## config.mk

```make
export PLATFORM = sky130hd
export DESIGN_NAME = render_frame_ctrl_flat
export DESIGN_NICKNAME = d
export VERILOG_FILES = /design/src/rtl/render_frame_ctrl_if.sv /design/src/rtl/render_frame_ctrl.sv /design/src/flat_wrapper.sv
export SDC_FILE = /design/constraint.sdc
export NUM_CORES = 2
export LEC_CHECK = 0
export CAP_MARGIN = 10
export CELL_PAD_IN_SITES_DETAIL_PLACEMENT = 0
export CELL_PAD_IN_SITES_GLOBAL_PLACEMENT = 1
export CORE_ASPECT_RATIO = 0.6
export CORE_MARGIN = 2
export CORE_UTILIZATION = 42
export DETAILED_ROUTE_END_ITERATION = 6
export PLACE_DENSITY_LB_ADDON = 0.1
export SYNTH_ARGS = -nofsm -noshare
export SYNTH_HDL_FRONTEND = slang
export SYNTH_SLANG_ARGS = --single-unit
```

## constraint.sdc

```tcl
create_clock -name clk -period 43.3 [get_ports clk]
set_clock_uncertainty 0.05 [all_clocks]
set_input_delay 10.825 -clock clk [delete_from_list [all_inputs] [get_ports clk]]
set_output_delay 10.825 -clock clk [all_outputs]
set_load 0.005 [all_outputs]
```

## src/rtl/render_frame_ctrl_if.sv

```systemverilog
// Controller-facing bundle: host table writes, camera inputs, ray_core/ray_caster strobes and status.
interface render_frame_ctrl_if;
  logic         start;
  logic         abort;
  logic         mat_wr_en;
  logic [2:0]   mat_wr_id;
  logic [288:0] mat_wr_data;
  logic [95:0]  cam_origin_in;
  logic [95:0]  cam_front_in;
  logic [95:0]  cam_left_in;
  logic [95:0]  cam_up_in;
  logic         core_output_valid;
  logic         l2_write_enable;
  logic [2:0]   l2_write_id;
  logic [288:0] l2_write_material;
  logic         l2_flush_to_l1;
  logic         render_start;
  logic [95:0]  camera_origin;
  logic [95:0]  camera_front;
  logic [95:0]  camera_left;
  logic [95:0]  camera_up;
  logic         busy;
  logic         frame_done;
  logic [19:0]  pixel_count;
  logic         mat_wr_drop;
  logic         timeout;

  modport master (
    input  start, abort, mat_wr_en, mat_wr_id, mat_wr_data,
    input  cam_origin_in, cam_front_in, cam_left_in, cam_up_in, core_output_valid,
    output l2_write_enable, l2_write_id, l2_write_material, l2_flush_to_l1, render_start,
    output camera_origin, camera_front, camera_left, camera_up,
    output busy, frame_done, pixel_count, mat_wr_drop, timeout
  );

  modport slave (
    output start, abort, mat_wr_en, mat_wr_id, mat_wr_data,
    output cam_origin_in, cam_front_in, cam_left_in, cam_up_in, core_output_valid,
    input  l2_write_enable, l2_write_id, l2_write_material, l2_flush_to_l1, render_start,
    input  camera_origin, camera_front, camera_left, camera_up,
    input  busy, frame_done, pixel_count, mat_wr_drop, timeout
  );
endinterface

```

## src/rtl/render_frame_ctrl.sv

```systemverilog
// Per-frame sequencer: dirty material upload, L1 flush, settle, render_start, pixel count to frame_done.
// Optional RUN watchdog built when FRAME_TIMEOUT_EN is defined; otherwise timeout is tied low.
module render_frame_ctrl #(
  parameter int IMG_W         = 640,
  parameter int IMG_H         = 480,
  parameter int NUM_MATERIALS = 8,
  parameter int FLUSH_WAIT    = 4,
  parameter int TIMEOUT       = 65536
) (
  input logic clk,
  input logic rst,
  render_frame_ctrl_if.master bus
);
  localparam logic [19:0] PIX_TOTAL   = 20'(IMG_W * IMG_H);
  localparam logic [2:0]  LAST_ID     = 3'(NUM_MATERIALS - 1);
  localparam logic [3:0]  NUM_IDS     = 4'(NUM_MATERIALS);
  localparam logic [15:0] SETTLE_LAST = 16'(FLUSH_WAIT - 1);

  typedef enum logic [2:0] {
    S_IDLE, S_LOAD, S_FLUSH, S_SETTLE, S_START, S_RUN, S_DONE
  } state_t;

  state_t                   state;
  logic [2:0]               scan_id;
  logic [2:0]               next_id;
  logic [15:0]              settle_cnt;
  logic [288:0]             mat_table [NUM_MATERIALS];
  logic [NUM_MATERIALS-1:0] dirty;
`ifdef FRAME_TIMEOUT_EN
  logic [31:0]              wd_cnt;
`endif

  assign next_id = scan_id + 3'd1;

`ifndef FRAME_TIMEOUT_EN
  // TIMEOUT only has meaning when the watchdog is built in.
  assign bus.timeout = 1'b0 & (TIMEOUT == 0);
`endif

  always_ff @(posedge clk) begin
    if (rst) begin
      state                 <= S_IDLE;
      scan_id               <= '0;
      settle_cnt            <= '0;
      dirty                 <= '1;
      for (int i = 0; i < NUM_MATERIALS; i++) mat_table[i] <= '0;
      bus.l2_write_enable   <= 1'b0;
      bus.l2_write_id       <= '0;
      bus.l2_write_material <= '0;
      bus.l2_flush_to_l1    <= 1'b0;
      bus.render_start      <= 1'b0;
      bus.camera_origin     <= '0;
      bus.camera_front      <= '0;
      bus.camera_left       <= '0;
      bus.camera_up         <= '0;
      bus.busy              <= 1'b0;
      bus.frame_done        <= 1'b0;
      bus.pixel_count       <= '0;
      bus.mat_wr_drop       <= 1'b0;
`ifdef FRAME_TIMEOUT_EN
      bus.timeout           <= 1'b0;
      wd_cnt                <= '0;
`endif
    end else begin
      bus.l2_write_enable <= 1'b0;
      bus.l2_flush_to_l1  <= 1'b0;
      bus.render_start    <= 1'b0;
      bus.frame_done      <= 1'b0;
      bus.mat_wr_drop     <= 1'b0;

      if (state != S_IDLE && bus.abort) begin
        state    <= S_IDLE;
        bus.busy <= 1'b0;
      end else begin
        case (state)
          S_IDLE: begin
            if (bus.start && !bus.abort) begin
              state                 <= S_LOAD;
              bus.busy              <= 1'b1;
              scan_id               <= '0;
              bus.l2_write_id       <= '0;
              bus.l2_write_material <= mat_table[0];
              bus.l2_write_enable   <= dirty[0];
              dirty[0]              <= 1'b0;
              bus.camera_origin     <= bus.cam_origin_in;
              bus.camera_front      <= bus.cam_front_in;
              bus.camera_left       <= bus.cam_left_in;
              bus.camera_up         <= bus.cam_up_in;
              bus.pixel_count       <= '0;
`ifdef FRAME_TIMEOUT_EN
              bus.timeout           <= 1'b0;
`endif
            end
          end
          S_LOAD: begin
            if (scan_id == LAST_ID) begin
              state              <= S_FLUSH;
              bus.l2_flush_to_l1 <= 1'b1;
            end else begin
              scan_id               <= next_id;
              bus.l2_write_id       <= next_id;
              bus.l2_write_material <= mat_table[next_id];
              bus.l2_write_enable   <= dirty[next_id];
              dirty[next_id]        <= 1'b0;
            end
          end
          S_FLUSH: begin
            state      <= S_SETTLE;
            settle_cnt <= '0;
          end
          S_SETTLE: begin
            if (settle_cnt == SETTLE_LAST) begin
              state            <= S_START;
              bus.render_start <= 1'b1;
            end else begin
              settle_cnt <= settle_cnt + 16'd1;
            end
          end
          S_START: begin
            state <= S_RUN;
`ifdef FRAME_TIMEOUT_EN
            wd_cnt <= '0;
`endif
          end
          S_RUN: begin
            if (bus.core_output_valid) begin
              if (bus.pixel_count < PIX_TOTAL) bus.pixel_count <= bus.pixel_count + 20'd1;
              if (bus.pixel_count == PIX_TOTAL - 20'd1) begin
                state          <= S_DONE;
                bus.frame_done <= 1'b1;
              end
`ifdef FRAME_TIMEOUT_EN
              wd_cnt <= '0;
            end else if (wd_cnt == 32'(TIMEOUT - 1)) begin
              state          <= S_DONE;
              bus.frame_done <= 1'b1;
              bus.timeout    <= 1'b1;
            end else begin
              wd_cnt <= wd_cnt + 32'd1;
`endif
            end
          end
          default: begin
            state    <= S_IDLE;
            bus.busy <= 1'b0;
          end
        endcase
      end

      // Host write comes last so a same-cycle write to entry 0 keeps its dirty bit for the next frame.
      if (bus.mat_wr_en) begin
        if (state == S_IDLE && {1'b0, bus.mat_wr_id} < NUM_IDS) begin
          mat_table[bus.mat_wr_id] <= bus.mat_wr_data;
          dirty[bus.mat_wr_id]     <= 1'b1;
        end else begin
          bus.mat_wr_drop <= 1'b1;
        end
      end
    end
  end
endmodule

```

## src/flat_wrapper.sv

```systemverilog
// flat-port wrapper written by rule: the top's interface ports become plain ports
module render_frame_ctrl_flat 
#(
  parameter int IMG_W         = 640,
  parameter int IMG_H         = 480,
  parameter int NUM_MATERIALS = 8,
  parameter int FLUSH_WAIT    = 4,
  parameter int TIMEOUT       = 65536
)
  (clk, rst, bus_start, bus_abort, bus_mat_wr_en, bus_mat_wr_id, bus_mat_wr_data, bus_cam_origin_in, bus_cam_front_in, bus_cam_left_in, bus_cam_up_in, bus_core_output_valid, bus_l2_write_enable, bus_l2_write_id, bus_l2_write_material, bus_l2_flush_to_l1, bus_render_start, bus_camera_origin, bus_camera_front, bus_camera_left, bus_camera_up, bus_busy, bus_frame_done, bus_pixel_count, bus_mat_wr_drop, bus_timeout);
  render_frame_ctrl_if bus_i ();
  input logic clk;
  input logic rst;
  input wire logic [$bits(bus_i.start)-1:0] bus_start;
  input wire logic [$bits(bus_i.abort)-1:0] bus_abort;
  input wire logic [$bits(bus_i.mat_wr_en)-1:0] bus_mat_wr_en;
  input wire logic [$bits(bus_i.mat_wr_id)-1:0] bus_mat_wr_id;
  input wire logic [$bits(bus_i.mat_wr_data)-1:0] bus_mat_wr_data;
  input wire logic [$bits(bus_i.cam_origin_in)-1:0] bus_cam_origin_in;
  input wire logic [$bits(bus_i.cam_front_in)-1:0] bus_cam_front_in;
  input wire logic [$bits(bus_i.cam_left_in)-1:0] bus_cam_left_in;
  input wire logic [$bits(bus_i.cam_up_in)-1:0] bus_cam_up_in;
  input wire logic [$bits(bus_i.core_output_valid)-1:0] bus_core_output_valid;
  output wire logic [$bits(bus_i.l2_write_enable)-1:0] bus_l2_write_enable;
  output wire logic [$bits(bus_i.l2_write_id)-1:0] bus_l2_write_id;
  output wire logic [$bits(bus_i.l2_write_material)-1:0] bus_l2_write_material;
  output wire logic [$bits(bus_i.l2_flush_to_l1)-1:0] bus_l2_flush_to_l1;
  output wire logic [$bits(bus_i.render_start)-1:0] bus_render_start;
  output wire logic [$bits(bus_i.camera_origin)-1:0] bus_camera_origin;
  output wire logic [$bits(bus_i.camera_front)-1:0] bus_camera_front;
  output wire logic [$bits(bus_i.camera_left)-1:0] bus_camera_left;
  output wire logic [$bits(bus_i.camera_up)-1:0] bus_camera_up;
  output wire logic [$bits(bus_i.busy)-1:0] bus_busy;
  output wire logic [$bits(bus_i.frame_done)-1:0] bus_frame_done;
  output wire logic [$bits(bus_i.pixel_count)-1:0] bus_pixel_count;
  output wire logic [$bits(bus_i.mat_wr_drop)-1:0] bus_mat_wr_drop;
  output wire logic [$bits(bus_i.timeout)-1:0] bus_timeout;
  assign bus_i.start = bus_start;
  assign bus_i.abort = bus_abort;
  assign bus_i.mat_wr_en = bus_mat_wr_en;
  assign bus_i.mat_wr_id = bus_mat_wr_id;
  assign bus_i.mat_wr_data = bus_mat_wr_data;
  assign bus_i.cam_origin_in = bus_cam_origin_in;
  assign bus_i.cam_front_in = bus_cam_front_in;
  assign bus_i.cam_left_in = bus_cam_left_in;
  assign bus_i.cam_up_in = bus_cam_up_in;
  assign bus_i.core_output_valid = bus_core_output_valid;
  assign bus_l2_write_enable = bus_i.l2_write_enable;
  assign bus_l2_write_id = bus_i.l2_write_id;
  assign bus_l2_write_material = bus_i.l2_write_material;
  assign bus_l2_flush_to_l1 = bus_i.l2_flush_to_l1;
  assign bus_render_start = bus_i.render_start;
  assign bus_camera_origin = bus_i.camera_origin;
  assign bus_camera_front = bus_i.camera_front;
  assign bus_camera_left = bus_i.camera_left;
  assign bus_camera_up = bus_i.camera_up;
  assign bus_busy = bus_i.busy;
  assign bus_frame_done = bus_i.frame_done;
  assign bus_pixel_count = bus_i.pixel_count;
  assign bus_mat_wr_drop = bus_i.mat_wr_drop;
  assign bus_timeout = bus_i.timeout;
  render_frame_ctrl #(.IMG_W(IMG_W), .IMG_H(IMG_H), .NUM_MATERIALS(NUM_MATERIALS), .FLUSH_WAIT(FLUSH_WAIT), .TIMEOUT(TIMEOUT)) u_core (.clk(clk), .rst(rst), .bus(bus_i));
endmodule
```

==> key figures <==
Clocking
  – TritonCTS clock tree: yes
  – Sinks on Clock Net: around 3000
  – Post-CTS Setup Inserts: 0
  – Cells resized by post-CTS repair: 0
  – Clock buffer count from CTS: roughly 310
  – CTS H-Tree Depth: 5
  – Clock root buffer master: clkbuf_16
  – CTS Hold Bufs: 0
  – Clk pin slew, worst setup/hold paths: 0.07 ns
  – Clk_lat worst skew: around 0.92 ns
  – Bufs on Longest Clock Path: 4

Logic synthesis
  – EDFF count, synth: 2312
  – Distinct cell type count after synthesis: 54
  – Synth top area share: 0.544
  – Post-synthesis async set-or-reset flop share: 0
  – Cell count after synthesis: 9880
  – Synthesized area per cell: 12.9 um^2
  – Synth Flop Type: edfxtp_1
  – Ys Warns: 0
  – Sequential fraction of the synthesis area: 0.659
  – Synth Register Bits: between 3000 and 4000
  – Syn nets: about 11000
  – Synth area leaders: edfxtp_1, dfxtp_1, and2_1, mux4_2, a21oi_1
  – Dominant cell type by area after synthesis: edfxtp_1
  – Mapped cell area: 128000 um^2

Hold path
  – Worst hold path stage count: 2
  – Hold Path Class: register to register

Setup path
  – Top cell by count, worst path: buf_4
  – CP Cell Sequence: clkdlybuf4s50_1, nand4_1, nor2_4, buf_4, buf_4, buf_4, and2_1
  – CP max stage delay: approximately 0.86 ns
  – R2R cell count: 12
  – CP Capture Type: register
  – Critical Path AT: ~16 ns
  – Critical-path top delay cell: nor2_4
  – CP Class: primary input to register
  – CP required: approximately 44 ns
  – Critical Path Fanout Max: 60
  – Startpoint types: primary input

Routing
  – M1 wire length: ~220 mm
  – 1st-pass router iterations: 6
  – Iter 0 DRT Violations: ~9500
  – Final wirelength: around 510 mm
  – Post-DR vias/cell: between 5 and 6
  – Wire length on met3: 37.9 mm
  – DRT antenna net count: 0
  – Avg WL per Cell: roughly 33 um
  – Met2 wire len: approximately 230 mm
  – Vias after detailed routing: 86500
  – DRC: 0
  – Highest routed layer: met5

Power and ir drop
  – Clock power frac: 0.412
  – PwrDens: approximately 43 nW/um^2
  – Comb power frac: 0.085
  – Internal Power: slightly above 0.005 W
  – Worst VDD drop: roughly 0.000033 V
  – Sw Share: 0.240
  – Seq pwr share: 0.503
  – Sw power: around 0.0016 W
  – Leakage power: 54.5 nW

Timing
  – Final min period: around 15 ns
  – Tightest Pin Transition: ~1.3 ns
  – Setup_tns: 0 ns
  – Setup repair after global routing missed its margin: no
  – Slew margin rel.: 0.112
  – Hold Vio Cnt, Final: 0
  – Setup ws final: 28.28 ns
  – # setup viols final: 0
  – Fmax: 66.6 MHz
  – Final Cycle Share: 0.347
  – Max-slew violation count: 0

Layout
  – Area grow syn2layout: 21.7%
  – Area of the multi-input gates: roughly 41000 um^2
  – Layout cells sized above 1: 0.109
  – Fin nets: between 10000 and 15000
  – Fillers: roughly 26000
  – Register area: about 84000 um^2
  – Final non-filler cell total: 15300

Job
  – Max-capacitance violation count: 0

GRT
  – GRT overflow: 0
  – Tot GR Track Use: 0.321
  – Antenna violations before repair: 195
  – Vias in the first global route: around 82000
  – Largest net degree at the start of global routing: approximately 170
  – First-pass GRT wire length: ~700 mm

Placed design
  – Placed insts: 14700
  – Post-DP HPWL: approximately 320 mm
  – Pre-CTS WS: 27.30 ns
  – Number of I/O port buffers: about 1400
  – Routability Congestion: between 0.9 and 1

Die
  – Boundary Pins: around 1400
  – Cell Rows: 156
  – Initial core utilization: 0.423
  – Die height: ~430 um
  – Area of the die: a little over 300000 um^2
  – Core area: 302000 um^2
  – Die W: a little over 700 um

Status
  – Status: finished, final reports clean
==> layout by cell type, fill, tap and decap left out, types with 5 or more instances in the layout <==
cell type and instances:
or3_1 9, clkbuf_1 64, clkbuf_16 316, xor2_1 11, nor2_1 324, clkbuf_8 35, bufinv_16 23, buf_12 22
clkinv_8 5, mux4_2 291, buf_4 134, nand2b_1 10, mux2_2 290, clkdlybuf4s50_1 1382, edfxtp_1 2312, and3_1 10
and4_1 7, dfxtp_1 728, and2_1 2320, xnor2_1 7, clkinv_2 56, a21oi_1 979, inv_6 10, diode_2 65
nor2_4 7, a22oi_1 289, a211oi_1 290, nand2_1 805, nor3_1 8, nand3_1 18, clkinv_1 43, nand4_1 11
o21ai_0 306
==> routing by layer <==
layer / GRT usage / up-vias
met5: 0 / -
met4: 0.102 / 74
met3: 0.0612 / 706
met2: 0.495 / 3498
met1: 0.461 / 44500
li1: - / 37800
==> kinds of logic (layout without fill, tap and decap cells) <==
kind of cell             after synthesis  after routing  share of synthesized area
AND/OR/NAND/NOR                     3554           3554                      0.152
flip-flops                          3041           3041                      0.659
AO/OA/AOI/OAI                       1898           1898                     0.0865
buffers and inverters                781           2099                     0.0237
multiplexers                         583            583                     0.0771
XOR/XNOR                              18             18                    0.00124
adder cells (fa/ha/maj)                4              4                   0.000392
other                                  1             66                  0.0000294
==> synth_stat cells (all sizes together) (289+ instances only) <==
| cell type | count |
|---|---|
| a211oi | 290 |
| mux2 | 290 |
| a21oi | 979 |
| nand2 | 807 |
| nor2 | 331 |
| mux4 | 291 |
| dfxtp | 729 |
| and2 | 2320 |
| a22oi | 289 |
| o21ai | 311 |
| clkbuf | 688 |
| edfxtp | 2312 |
==> cell type report <==
type / count / area share
antenna: 65 / 0.00105
clock buffer: 417 / 0.0557
clock inverter: 142 / 0.00869
inverter: 1 / 0.0000725
multi-input combinational: 6058 / 0.262
sequential: 3041 / 0.541
tap: 4029 / 0.0325
timing repair buffer: 1539 / 0.0985
==> sequential cells by signal, indices dropped and copies added, names as in the netlist, 3 cells and up <==
signal                        flops
u_core.settle_cnt                16
u_core.bus.camera_front          96
u_core.mat_table               2312
u_core.bus.l2_write_material    289
u_core.bus.camera_left           96
u_core.state                      3
u_core.dirty                      8
u_core.bus.camera_origin         96
u_core.bus.l2_write_id            3
u_core.bus.camera_up             96
u_core.bus.pixel_count           20
==> worst max-delay path, delay by kind of cell <==
kind / cells / cell delay (ns)
AND/OR/NAND/NOR: 3 / 1.60
buffers and inverters: 4 / 2.99
==> power by group through the flow <==
stage                     logic [W]  registers (W)  clock network (W)
after floorplan            0.000225        0.00347                  0
after global placement     0.000558        0.00339                  0
after detailed placement   0.000561        0.00340                  0
after CTS                  0.000563        0.00333            0.00277
after global routing       0.000591        0.00334            0.00288
final                      0.000561        0.00334            0.00273
==> through the flow <==
| stage | utilization | hold slack [ns] | total power (W) | area (um^2) |
|---|---|---|---|---|
| 4_1_cts | 0.514 | 0.403 | 0.00666 | 155000 |
| 3_5_place_dp | 0.481 | 0.388 | 0.00396 | 145000 |
| 2_1_floorplan | - | 0.371 | 0.00370 | 128000 |
| 5_1_grt | 0.514 | 0.419 | 0.00681 | 155000 |
| 3_3_place_gp | 0.481 | 0.378 | 0.00395 | 145000 |
| 6_report | 0.514 | 0.404 | 0.00663 | 155000 |
==> path summary, 6_finish.rpt <==
check | startpoint | end | slack, ns
max | bus_mat_wr_id[0] | u_core.mat_table[7][189] | 28.28
min | u_core.bus.camera_origin[84] | u_core.bus.camera_origin[84] | 0.40
max reg2reg | u_core.bus.l2_write_id[0] | u_core.bus.l2_write_material[219] | 36.73
min reg2reg | u_core.bus.camera_origin[84] | u_core.bus.camera_origin[84] | 0.40
Power figures use the tool's default switching activity.
